--- src/rtl/key_sw_mmio.sv ---
// rtl/key_sw_mmio.sv - debounced KEY/SW memory-mapped responder with sticky status and interrupt

module key_sw_mmio_chan #(
    parameter int W               = 4,
    parameter bit INVERT          = 1'b0,
    parameter int DEBOUNCE_CYCLES = 500000
) (
    input  logic         clk,
    input  logic         reset,
    input  logic [W-1:0] raw,
    input  logic         data_rd,
    input  logic         ctrl_wr,
    input  logic         wr_ie,
    input  logic         wr_ovr,
    output logic [W-1:0] deb,
    output logic         rdy,
    output logic         ovr,
    output logic         ie
);
    localparam int CW = (DEBOUNCE_CYCLES > 1) ? $clog2(DEBOUNCE_CYCLES) : 1;
    localparam logic [W-1:0] SYNC_RST = {W{INVERT}};

    logic [W-1:0]  sync_a;
    logic [W-1:0]  sync_b;
    logic [W-1:0]  s;
    logic [W-1:0]  s_q;
    logic [CW-1:0] cnt;
    logic          stable;
    logic          at_limit;
    logic          change;
    logic          ovr_set;

    // Inverting after the flops makes the reset value (all released) read as 0.
    assign s        = sync_a ^ SYNC_RST;
    assign s_q      = sync_b ^ SYNC_RST;
    assign stable   = (s == s_q) && (s != deb);
    assign at_limit = (cnt == CW'(DEBOUNCE_CYCLES - 1));
    assign change   = stable && at_limit;
    assign ovr_set  = change && rdy && !data_rd;

    always_ff @(posedge clk or posedge reset) begin
        if (reset) begin
            sync_a <= SYNC_RST;
            sync_b <= SYNC_RST;
            cnt    <= '0;
            deb    <= '0;
        end else begin
            sync_a <= raw;
            sync_b <= sync_a;
            if (!stable) begin
                cnt <= '0;
            end else if (at_limit) begin
                deb <= s_q;
                cnt <= '0;
            end else begin
                cnt <= cnt + CW'(1);
            end
        end
    end

    // A change event outranks a same-cycle DATA read, which in turn suppresses overrun.
    always_ff @(posedge clk or posedge reset) begin
        if (reset) begin
            rdy <= 1'b0;
            ovr <= 1'b0;
            ie  <= 1'b0;
        end else begin
            if (change) begin
                rdy <= 1'b1;
            end else if (data_rd) begin
                rdy <= 1'b0;
            end
            if (ovr_set) begin
                ovr <= 1'b1;
            end else if (ctrl_wr && !wr_ovr) begin
                ovr <= 1'b0;
            end
            if (ctrl_wr) begin
                ie <= wr_ie;
            end
        end
    end
endmodule

module key_sw_mmio #(
    parameter int               DBITS           = 32,
    parameter int               KEYBITS         = 4,
    parameter int               SWBITS          = 10,
    parameter logic [DBITS-1:0] ADDRKDATA       = 32'hFFFFF080,
    parameter logic [DBITS-1:0] ADDRKCTRL       = 32'hFFFFF084,
    parameter logic [DBITS-1:0] ADDRSDATA       = 32'hFFFFF090,
    parameter logic [DBITS-1:0] ADDRSCTRL       = 32'hFFFFF094,
    parameter int               DEBOUNCE_CYCLES = 500000
) (
    input  logic               clk,
    input  logic               reset,
    input  logic [DBITS-1:0]   addr_i,
    input  logic [DBITS-1:0]   wdata_i,
    input  logic               we_i,
    input  logic               re_i,
    output logic [DBITS-1:0]   rdata_o,
    output logic               sel_o,
    input  logic [KEYBITS-1:0] KEY,
    input  logic [SWBITS-1:0]  SW,
    output logic               intr_o
);
    logic               hit_kdata;
    logic               hit_kctrl;
    logic               hit_sdata;
    logic               hit_sctrl;
    logic [KEYBITS-1:0] kdeb;
    logic [SWBITS-1:0]  sdeb;
    logic               krdy;
    logic               kovr;
    logic               kie;
    logic               srdy;
    logic               sovr;
    logic               sie;
    logic               unused_wdata;

    assign hit_kdata = (addr_i == ADDRKDATA);
    assign hit_kctrl = (addr_i == ADDRKCTRL);
    assign hit_sdata = (addr_i == ADDRSDATA);
    assign hit_sctrl = (addr_i == ADDRSCTRL);
    assign sel_o     = hit_kdata | hit_kctrl | hit_sdata | hit_sctrl;
    assign unused_wdata = ^{wdata_i[DBITS-1:5], wdata_i[3], wdata_i[1:0]};

    key_sw_mmio_chan #(
        .W               (KEYBITS),
        .INVERT          (1'b1),
        .DEBOUNCE_CYCLES (DEBOUNCE_CYCLES)
    ) u_key (
        .clk     (clk),
        .reset   (reset),
        .raw     (KEY),
        .data_rd (re_i && hit_kdata),
        .ctrl_wr (we_i && hit_kctrl),
        .wr_ie   (wdata_i[4]),
        .wr_ovr  (wdata_i[2]),
        .deb     (kdeb),
        .rdy     (krdy),
        .ovr     (kovr),
        .ie      (kie)
    );

    key_sw_mmio_chan #(
        .W               (SWBITS),
        .INVERT          (1'b0),
        .DEBOUNCE_CYCLES (DEBOUNCE_CYCLES)
    ) u_sw (
        .clk     (clk),
        .reset   (reset),
        .raw     (SW),
        .data_rd (re_i && hit_sdata),
        .ctrl_wr (we_i && hit_sctrl),
        .wr_ie   (wdata_i[4]),
        .wr_ovr  (wdata_i[2]),
        .deb     (sdeb),
        .rdy     (srdy),
        .ovr     (sovr),
        .ie      (sie)
    );

    always_comb begin
        rdata_o = '0;
        if (hit_kdata) begin
            rdata_o[KEYBITS-1:0] = kdeb;
        end else if (hit_kctrl) begin
            rdata_o[4] = kie;
            rdata_o[2] = kovr;
            rdata_o[0] = krdy;
        end else if (hit_sdata) begin
            rdata_o[SWBITS-1:0] = sdeb;
        end else if (hit_sctrl) begin
            rdata_o[4] = sie;
            rdata_o[2] = sovr;
            rdata_o[0] = srdy;
        end
    end

    assign intr_o = (krdy & kie) | (srdy & sie);
endmodule

--- config.mk ---
export PLATFORM = sky130hd
export DESIGN_NAME = key_sw_mmio
export DESIGN_NICKNAME = d
export VERILOG_FILES = /design/src/rtl/key_sw_mmio.sv
export SDC_FILE = /design/constraint.sdc
export NUM_CORES = 1
export LEC_CHECK = 0
export CORE_ASPECT_RATIO = 1.25
export CORE_MARGIN = 2
export CORE_UTILIZATION = 51
export DETAILED_ROUTE_END_ITERATION = 10
export GPL_ROUTABILITY_DRIVEN = 0
export GPL_TIMING_DRIVEN = 1
export PLACE_DENSITY_LB_ADDON = 0.25
export SYNTH_ARGS = -nofsm -noshare
export SYNTH_HDL_FRONTEND = slang
export SYNTH_SLANG_ARGS = --single-unit
--- constraint.sdc ---
create_clock -name clk -period 4.2 [get_ports clk]
set_input_delay 0.84 -clock clk [delete_from_list [all_inputs] [get_ports clk]]
set_output_delay 0.84 -clock clk [all_outputs]
set_load 0.005 [all_outputs]
==> summary.txt, run 1 <==
Die
  – Effective utilization at floorplan: 52.29%
  – Number of top-level pins: 116
  – Number of placement rows: 36
  – Die Area: 8678 um^2
  – Placeable core region: 7747 um^2
  – Die Width: 83.72 um
  – Die extent in y: 103.7 um

Critical path
  – Critical path data required time: 3360 ps
  – Category of the worst setup path capture point: output pin
  – Arrival time worst endpoint: 2940 ps
  – Nature of the critical path startpoint: input pin
  – Crit Path Class: input pin to output pin
  – End of the worst register-to-register path: u_sw.deb[2]
  – Critical path peak fanout: 5
  – Register-to-register setup slack: 2000 ps
  – Length in cells of the worst reg-to-reg path: 5
  – Startpoint of the worst-slack reg-to-reg timing path: u_sw.cnt[9]

STA
  – Number of hold violations in the final report: 0
  – Total Neg Setup Slack: 0 ps
  – Slew at the pin with the worst max-slew slack: 772.5 ps
  – Setup skew after layout: 12.95 ps
  – Final setup fails: 0
  – Final Slew Violations: 0
  – Unrepaired setup endpoints after global routing: no
  – Final critical path time including I/O delays and setup: 3783 ps
  – Fraction of the cycle the final worst path needs: 90.07%
  – Crit path setup slack, layout: 417.2 ps
  – Slew margin rel.: 48.44%
  – F_max: 264.4 MHz

Final layout
  – Layout cell share with drive strength beyond 1: 7.955%
  – Final design area excluding fillers: 4913 um^2
  – Final layout net count: 519
  – Final core area utilization: 63.42%
  – Count of antenna diodes in the layout: 0
  – Commonest non-fill, non-tap cells in the layout: 78 x sky130_fd_sc_hd__dfrtp_1, 63 x sky130_fd_sc_hd__clkdlybuf4s50_1, 47 x sky130_fd_sc_hd__nor2_1
  – Filler cells: 625
  – Synthesis-to-finish area growth: 21.28%
  – Most common cell after layout, fill and taps aside: sky130_fd_sc_hd__dfrtp_1

Min path
  – Worst min path class: flip-flop to flip-flop
  – Hold Startpoint: u_key.sync_a[0]
  – Sink of the worst hold path: u_key.sync_b[0]
  – Min-Delay Path Depth: 0

Clocking
  – H-tree depth: 3
  – Worst-path clk slew: 80 ps
  – Clock Tree Root: sky130_fd_sc_hd__clkbuf_8
  – Clk_lat worst skew: 360 ps
  – Cts hold-fix bufs: 0
  – Clk buf depth: 2
  – Post-CTS setup repair buffer count: 0
  – Clock tree from TritonCTS: built
  – Post-cts gate resize count: 0
  – Clk sink count: 86
  – Number of buffers inserted during clock tree synthesis: 9

Place
  – Post-place setup slack: 367.7 ps
  – HPWL Detailed: 5.658 mm
  – Placement-stage cell area: 4717 um^2
  – Count of port buffers added during placement: 63

Detailed routing
  – Drt first-iter violations: 186
  – Antenna Nets Post-Route: 0
  – Wire length after detailed routing: 7.737 mm
  – Remaining routing DRC violations: 0
  – Routed length per instance: 14.46 um
  – Iteration count of the initial detailed-routing pass: 4
  – Detail-routed via count per cell: 5.161
  – Via count: 2761

Power
  – Max rail drop VDD: 0.2675 mV
  – Power Density: 312.6 nW/um^2
  – Static leakage power: 2.058 nW
  – Total Power: 1.536 mW

GRT
  – Total global routing track utilization: 19.01%
  – Global-route wire length before repair: 13.15 mm
  – Via count of the first global-routing pass: 2813
  – Number of antenna violations at the first check in global routing: 0
  – Maximum number of pins on one net before global-route repair: 47
  – Global route overflow: 0

Yosys
  – Synth Warn #: 0
  – Average footprint of a synthesized cell: 11.10 um^2
  – Sequential share of the synthesized area: 53.37%
  – Count of state elements after synthesis: 86
  – Synth Instances: 365
  – Post-Syn Area: 4051 um^2
  – Cell variety after synth: 40

Status
  – Run status: finished clean

Run
  – Max-cap violations: 0
-- area by class of cell --
class | instances | area [um^2] | share of cell area [%]
clock buffer | 9 | 123.9 | 2.521
clock inverter | 7 | 72.57 | 1.477
inverter | 11 | 42.54 | 0.8658
multi-input combinational | 259 | 1725 | 35.12
sequential | 86 | 2162 | 44.00
tap | 95 | 118.9 | 2.419
timing repair buffer | 68 | 668.1 | 13.60
-- synthesized netlist by cell type (all sizes together) --
master,instances,share of area (%)
nor2b,6,0.93
mux2i,6,1.5
a22oi,1,0.19
a31o,1,0.22
nand3b,1,0.19
buf,27,4.7
nand3,15,1.9
conb,1,0.093
nand4,14,2.2
a21o,1,0.19
or3,1,0.15
nor4b,3,0.65
o41ai,1,0.40
a22o,1,0.22
mux2,13,3.6
nor4,7,1.2
xnor2,32,6.9
o21ai,2,0.25
or2,1,0.15
nand2,15,1.4
xor2,30,6.5
and2,5,0.77
and4,5,1.1
inv,11,1.0
clkbuf,3,0.28
and3,10,1.5
o41a,1,0.28
mux4,2,1.1
nand2b,1,0.15
o31ai,1,0.19
nor2,47,4.4
dfstp,8,5.2
nand4b,2,0.43
or4b,1,0.25
dfrtp,78,48
nor3,9,1.1
ha,2,0.62
-- per-stage QoR --
step,cells,hold WS [ps]
after floorplan,386,372.8
after global placement,519,378.7
after detailed placement,519,379.6
after CTS,535,391.5
after global routing,535,398.1
final,535,390.4
-- report_power, final --
| group | switching [mW] | internal, mW |
|---|---|---|
| sequential | 0.0136 | 0.845 |
| combinational | 0.0444 | 0.0607 |
| clock | 0.297 | 0.276 |
| total | 0.355 | 1.18 |
-- worst max-delay path by stage --
stage,start,end,depth (start not counted),slack [ps]
floorplan,reset,u_key.cnt[0],1,1150
global placement,addr_i[30],rdata_o[8],7,340
detailed placement,addr_i[26],rdata_o[6],7,370
CTS,addr_i[26],rdata_o[6],7,370
global route,addr_i[26],rdata_o[6],7,190
finish,addr_i[26],rdata_o[6],7,420
-- worst max-delay path, cell delays in order --
cell and delay, ps:
sky130_fd_sc_hd__clkdlybuf4s50_1 490, sky130_fd_sc_hd__nand4_1 100, sky130_fd_sc_hd__nor4_1 290, sky130_fd_sc_hd__nand4_1 170, sky130_fd_sc_hd__nor2b_1 340, sky130_fd_sc_hd__and2_1 210
sky130_fd_sc_hd__clkdlybuf4s50_1 500
-- routing by layer --
metal  GRT usage [%]  vias up  wire length (um)
met4           8.065        0               199
met5               0        -                 0
met2           31.77       91              3885
li1                -     1331                 -
met3           5.339       13               457
met1           22.98     1326              3195
-- sequential cells by signal, indices dropped and copies added (netlist names), 4 cells and up --
name          count
u_sw.deb         10
u_key.sync_a      4
u_sw.s           10
u_sw.s_q         10
u_key.cnt        19
u_sw.cnt         19
u_key.sync_b      4
u_key.deb         4
-- cell families after synthesis --
group	Yosys count	share of synthesized area, %
multiplexers	21	6.208
adder cells (fa/ha/maj)	2	0.6176
AND/OR/NAND/NOR	143	18.41
buffers and inverters	41	5.991
flip-flops	86	53.37
XOR/XNOR	62	13.40
other	1	0.09256
AO/OA/AOI/OAI	9	1.915
(Power assumes the default switching activity.)
==> run 2: changes to the inputs <==
==> constraint.sdc (replaced) <==
create_clock -name clk -period 4.2 [get_ports clk]
set_input_delay 0.84 -clock clk [delete_from_list [all_inputs] [get_ports clk]]
set_output_delay 0.84 -clock clk [all_outputs]
set_load 0.1 [all_outputs]
==> run 2 against run 1 <==
Routed wire length grew 0.23%. Sequential cell count did not move. Clock skew hardly changed. Via count is 0.14% higher. Maximum frequency rose by 7.2%. Core utilization grew 1.6 points. First-iteration DRC count is 44% lower. Final area grew 2.6%. Hold slack improved by 3.7 ps. Critical endpoint unchanged. Largest cell class unchanged.
==> summary.txt, run 2 (synthesis gave the netlist of run 1 again) <==
Final layout
  – Most common cell after layout, fill and taps aside: sky130_fd_sc_hd__dfrtp_1
  – Final design area excluding fillers: 5041 um^2
  – Final core area utilization: 65.07%
  – Synthesis-to-finish area growth: 24.43%
  – Count of antenna diodes in the layout: 0
  – Final layout net count: 517
  – Registers with the most flip-flops: u_key.cnt (19), u_sw.cnt (19)
  – Commonest non-fill, non-tap cells in the layout: 78 x sky130_fd_sc_hd__dfrtp_1, 52 x sky130_fd_sc_hd__clkdlybuf4s50_1, 47 x sky130_fd_sc_hd__nor2_1
  – Layout cell share with drive strength beyond 1: 10.05%

STA
  – F_max: 283.4 MHz
  – Final critical path time including I/O delays and setup: 3529 ps
  – Unrepaired setup endpoints after global routing: no
  – Setup skew after layout: 13.01 ps
  – Number of hold violations in the final report: 0
  – Total Neg Setup Slack: 0 ps
  – Fraction of the cycle the final worst path needs: 84.01%
  – Slew margin rel.: 35.63%
  – Final Slew Violations: 0
  – Final setup fails: 0
  – Slew at the pin with the worst max-slew slack: 962.5 ps

Detailed routing
  – Remaining routing DRC violations: 0
  – Routed length per instance: 14.55 um
  – Drt first-iter violations: 104
  – Antenna Nets Post-Route: 0
  – Detail-routed via count per cell: 5.188
  – Wire length after detailed routing: 7.755 mm
  – Iteration count of the initial detailed-routing pass: 4
  – Via count: 2765

Critical path
  – Critical path data required time: 3360 ps
  – Category of the worst setup path capture point: output pin
  – Source of the critical timing path: addr_i[26]
  – End of the worst register-to-register path: u_sw.deb[6]
  – Critical path peak fanout: 5
  – Startpoint of the worst-slack reg-to-reg timing path: u_sw.cnt[9]
  – Arrival time worst endpoint: 2690 ps
  – Length in cells of the worst reg-to-reg path: 5
  – Register-to-register setup slack: 2020 ps
  – Nature of the critical path startpoint: input pin
  – Crit Path Class: input pin to output pin

Die
  – Die Width: 83.72 um
  – Number of top-level pins: 116
  – Effective utilization at floorplan: 52.29%
  – Die Area: 8678 um^2
  – Placeable core region: 7747 um^2
  – Die extent in y: 103.7 um
  – Number of placement rows: 36

GRT
  – Total global routing track utilization: 18.81%
  – Number of antenna violations at the first check in global routing: 0
  – Via count of the first global-routing pass: 2812
  – Global-route wire length before repair: 13.03 mm
  – Global route overflow: 0
  – Maximum number of pins on one net before global-route repair: 54

Place
  – HPWL Detailed: 5.726 mm
  – Placement-stage cell area: 4812 um^2
  – Count of port buffers added during placement: 63

Power
  – Internal power component: 1.247 mW
  – Power Density: 336.4 nW/um^2
  – Clock Power Share: 38.5%
  – Switching portion of total power: 26.45%
  – Net Switching: 448.7 uW
  – Portion of total power attributed to sequential cells: 50.6%
  – Total Power: 1.696 mW
  – Static leakage power: 2.117 nW
  – Part of the total power dissipated in combinational logic: 10.9%
  – Max rail drop VDD: 0.2465 mV

Run
  – Max-cap violations: 0

Clocking
  – Clock Tree Root: sky130_fd_sc_hd__clkbuf_8
  – Post-cts gate resize count: 0
  – H-tree depth: 3
  – Cts hold-fix bufs: 0
  – Clock tree from TritonCTS: built
  – Clk sink count: 86
  – Post-CTS setup repair buffer count: 0
  – Clk_lat worst skew: 360 ps
  – Clk buf depth: 2
  – Number of buffers inserted during clock tree synthesis: 9
  – Worst-path clk slew: 90 ps

Min path
  – Worst min path class: flip-flop to flip-flop
  – Min-Delay Path Depth: 0
  – Sink of the worst hold path: u_key.sync_b[2]
  – Hold Startpoint: u_key.sync_a[2]

Status
  – Run status: finished clean
## run 2: changes by cell type in the layout (fill, tap and decap cells not counted)
cell / delta
sky130_fd_sc_hd__buf_12: +11
sky130_fd_sc_hd__buf_4: -2
sky130_fd_sc_hd__bufinv_16: +1
sky130_fd_sc_hd__clkdlybuf4s50_1: -11
sky130_fd_sc_hd__clkinv_2: -2
sky130_fd_sc_hd__clkinv_4: +1
sky130_fd_sc_hd__clkinvlp_4: -1
sky130_fd_sc_hd__inv_8: +1
## run 2: power groups by stage
stage | registers [mW] | logic, mW | clock network (mW)
2_1_floorplan | 0.871 | 0.143 | 0
3_3_place_gp | 0.874 | 0.185 | 0
3_5_place_dp | 0.875 | 0.186 | 0
4_1_cts | 0.859 | 0.187 | 0.668
5_1_grt | 0.861 | 0.196 | 0.703
6_report | 0.858 | 0.184 | 0.653
## run 2: worst max-delay path by stage
stage                       endpoint  depth (start not counted)
after global placement    rdata_o[3]                          7
after detailed placement  rdata_o[8]                          7
after CTS                 rdata_o[8]                          7
final                     rdata_o[6]                          7
after floorplan           rdata_o[1]                          5
after global routing      rdata_o[6]                          7
## run 2: critical path: stages
cell and delay, ps:
sky130_fd_sc_hd__clkdlybuf4s50_1 490, sky130_fd_sc_hd__nand4_1 100, sky130_fd_sc_hd__nor4_1 270, sky130_fd_sc_hd__nand4_1 170
sky130_fd_sc_hd__nor2b_1 370, sky130_fd_sc_hd__and2_1 260, sky130_fd_sc_hd__buf_12 190
## run 2: through the flow
| step | worst slack (ps) | hold slack [ps] | cells |
|---|---|---|---|
| final | 671.4 | 394.0 | 533 |
| after CTS | 614.4 | 396.0 | 533 |
| after detailed placement | 610.0 | 382.9 | 517 |
| after global routing | 418.3 | 399.9 | 533 |
| after floorplan | -329.4 | 372.8 | 386 |
| after global placement | 612.0 | 377.3 | 517 |
## run 2: area by class of cell
class / instances / area [um^2]
Clock inverter: 7 / 105.1
Inverter: 11 / 42.54
Clock buffer: 9 / 123.9
Multi-Input combinational cell: 259 / 1725
Tap cell: 95 / 118.9
Sequential cell: 86 / 2162
Timing Repair Buffer: 66 / 763.2
Fill cell: 612 / 2706
## run 2: metal layers
| metal | wire length [um] | vias to the layer above | GRT usage [%] |
|---|---|---|---|
| met2 | 4047 | 95 | 32.40 |
| met1 | 3112 | 1334 | 23.05 |
| met4 | 133 | 0 | 8.065 |
| met5 | 0 | - | 0 |
| li1 | - | 1327 | - |
| met3 | 461 | 9 | 3.426 |
==> run 3: changes to the inputs <==
- CORE_UTILIZATION: 51 -> 48
- clock period: 4.2 -> 3.5 ns (I/O delays scaled with it)
==> run 3 against run 2 <==
Non-clock buffer count up 2. Die area rose by 6.0%. Total power increased by 15%. Largest cell class unchanged. Largest power group unchanged. Highest routed layer unchanged.
==> summary.txt, run 3 (synthesis gave the netlist of run 1 again) <==
Place
  – Count of port buffers added during placement: 63
  – Post-place setup slack: 79.13 ps
  – HPWL Detailed: 5.811 mm

Min path
  – Worst min path class: flip-flop to flip-flop

Power
  – Net Switching: 503.5 uW
  – Internal power component: 1.452 mW
  – Switching portion of total power: 25.74%
  – Power Density: 388.9 nW/um^2
  – Part of the total power dissipated in combinational logic: 11.4%
  – Max rail drop VDD: 0.2342 mV
  – Clock Power Share: 35.9%
  – Portion of total power attributed to sequential cells: 52.7%
  – Static leakage power: 2.120 nW

Detailed routing
  – Antenna Nets Post-Route: 0
  – Detail-routed via count per cell: 5.174
  – Via count: 2773
  – Iteration count of the initial detailed-routing pass: 4
  – Routed length per instance: 14.49 um
  – Wire length after detailed routing: 7.768 mm
  – Drt first-iter violations: 126
  – Remaining routing DRC violations: 0

Clocking
  – Worst-path clk slew: 80 ps
  – Post-CTS setup repair buffer count: 0
  – Clk_lat worst skew: 360 ps
  – Number of buffers inserted during clock tree synthesis: 9
  – Clk buf depth: 2
  – Clk sink count: 86
  – Clock Tree Root: sky130_fd_sc_hd__clkbuf_8
  – Clock tree from TritonCTS: built
  – H-tree depth: 3

STA
  – Setup skew after layout: 9.111 ps
  – Final setup fails: 0
  – Number of hold violations in the final report: 0
  – Slew margin rel.: 55.13%
  – Crit path setup slack, layout: 271.7 ps
  – F_max: 309.8 MHz
  – Unrepaired setup endpoints after global routing: no
  – Final Slew Violations: 0
  – Fraction of the cycle the final worst path needs: 92.24%
  – Final critical path time including I/O delays and setup: 3228 ps
  – Slew at the pin with the worst max-slew slack: 668.0 ps

Final layout
  – Count of antenna diodes in the layout: 0
  – Most common cell after layout, fill and taps aside: sky130_fd_sc_hd__dfrtp_1
  – Synthesis-to-finish area growth: 24.12%
  – Final layout net count: 519
  – Final core area utilization: 61.37%
  – Sequential standard cell area: 2162 um^2
  – Filler cells: 691
  – Registers with the most flip-flops: u_key.cnt (19), u_sw.cnt (19)
  – Total area of multi-input combinational cells: 1728 um^2
  – Commonest non-fill, non-tap cells in the layout: 78 x sky130_fd_sc_hd__dfrtp_1, 51 x sky130_fd_sc_hd__clkdlybuf4s50_1, 47 x sky130_fd_sc_hd__nor2_1
  – Layout cell share with drive strength beyond 1: 10.48%

Die
  – Die Width: 86.17 um
  – Die Area: 9196 um^2
  – Placeable core region: 8194 um^2
  – Die extent in y: 106.7 um
  – Number of placement rows: 37
  – Effective utilization at floorplan: 49.44%
  – Number of top-level pins: 116

Critical path
  – Critical path peak fanout: 13
  – Nature of the critical path startpoint: input pin
  – Crit Path Class: input pin to output pin
  – Category of the worst setup path capture point: output pin
  – Critical path data required time: 2800 ps
  – Arrival time worst endpoint: 2530 ps

Status
  – Run status: finished clean

GRT
  – GR met2 Demand/Resource: 31.34%
  – Routing layer with the top usage in global route: met2
  – Via count of the first global-routing pass: 2834
  – Met1 usage: 21.77%
  – Global-route wire length before repair: 13.19 mm
  – Maximum number of pins on one net before global-route repair: 39
  – Met3 Resource Use GR: 5.928%
  – Number of antenna violations at the first check in global routing: 0
  – Global route overflow: 0
  – Total global routing track utilization: 18.37%

Run
  – Max-cap violations: 0
run 3: per-layer routing:
layer / vias to the layer above / wire length (um) / part of all wire, %
met2: 86 / 3883 / 50
met1: 1342 / 3231 / 42
li1: 1332 / - / -
met3: 13 / 525 / 6.8
met5: - / 0 / 0
met4: 0 / 126 / 1.6
run 3: power groups by stage:
| stage | sequential, mW | clock, mW | combinational (mW) |
|---|---|---|---|
| 2_1_floorplan | 1.05 | 0 | 0.171 |
| 3_3_place_gp | 1.05 | 0 | 0.223 |
| 3_5_place_dp | 1.05 | 0 | 0.226 |
| 4_1_cts | 1.03 | 0.722 | 0.226 |
| 5_1_grt | 1.03 | 0.763 | 0.237 |
| 6_report | 1.03 | 0.702 | 0.224 |
run 3: critical path, cell delays in order:
cell                              delay [ps]
sky130_fd_sc_hd__clkdlybuf4s50_1         420
sky130_fd_sc_hd__nand4b_1                200
sky130_fd_sc_hd__nor4_1                  280
sky130_fd_sc_hd__nand4_1                 140
sky130_fd_sc_hd__buf_4                   210
sky130_fd_sc_hd__nor2b_2                 190
sky130_fd_sc_hd__and2_1                  210
sky130_fd_sc_hd__buf_12                  190
run 3: path summary, 6_finish.rpt:
check	from	to	slack [ps]	cells past startpoint
setup / recovery	addr_i[1]	rdata_o[5]	270	8
hold / removal	u_key.sync_a[3]	u_key.sync_b[3]	390	0
setup reg to reg	u_sw.s[3]	u_sw.deb[0]	1280	5
hold reg to reg	u_key.sync_a[3]	u_key.sync_b[3]	390	0
max in group asynchronous	reset	u_key.sync_a[0]	2060	3
min in group asynchronous	reset	u_sw.cnt[0]	700	2
run 3: through the flow:
step | area, um^2 | instances | hold WS, ps | power [mW] | setup TNS, ps
after floorplan | 4130 | 386 | 372.8 | 1.217 | -1504
after global placement | 4827 | 521 | 376.5 | 1.271 | 0
after detailed placement | 4827 | 521 | 381.6 | 1.275 | 0
after CTS | 5026 | 536 | 391.1 | 1.978 | 0
after global routing | 5029 | 536 | 394.2 | 2.033 | 0
final | 5029 | 536 | 389.7 | 1.956 | 0
run 3: what timing repair did:
action	4_1_cts	5_1_grt
endpoints found under the setup margin	0	1
hold endpoints to repair	0	0
hold buffers	0	0
gates resized for setup	0	1
run 3: cell type report:
type                       instances  area share, %
timing repair buffer              68          15.43
clock inverter                     3         0.8709
sequential                        86          43.00
clock buffer                      12          3.085
tap                               97          2.414
multi-input combinational        259          34.36
inverter                          11         0.8460
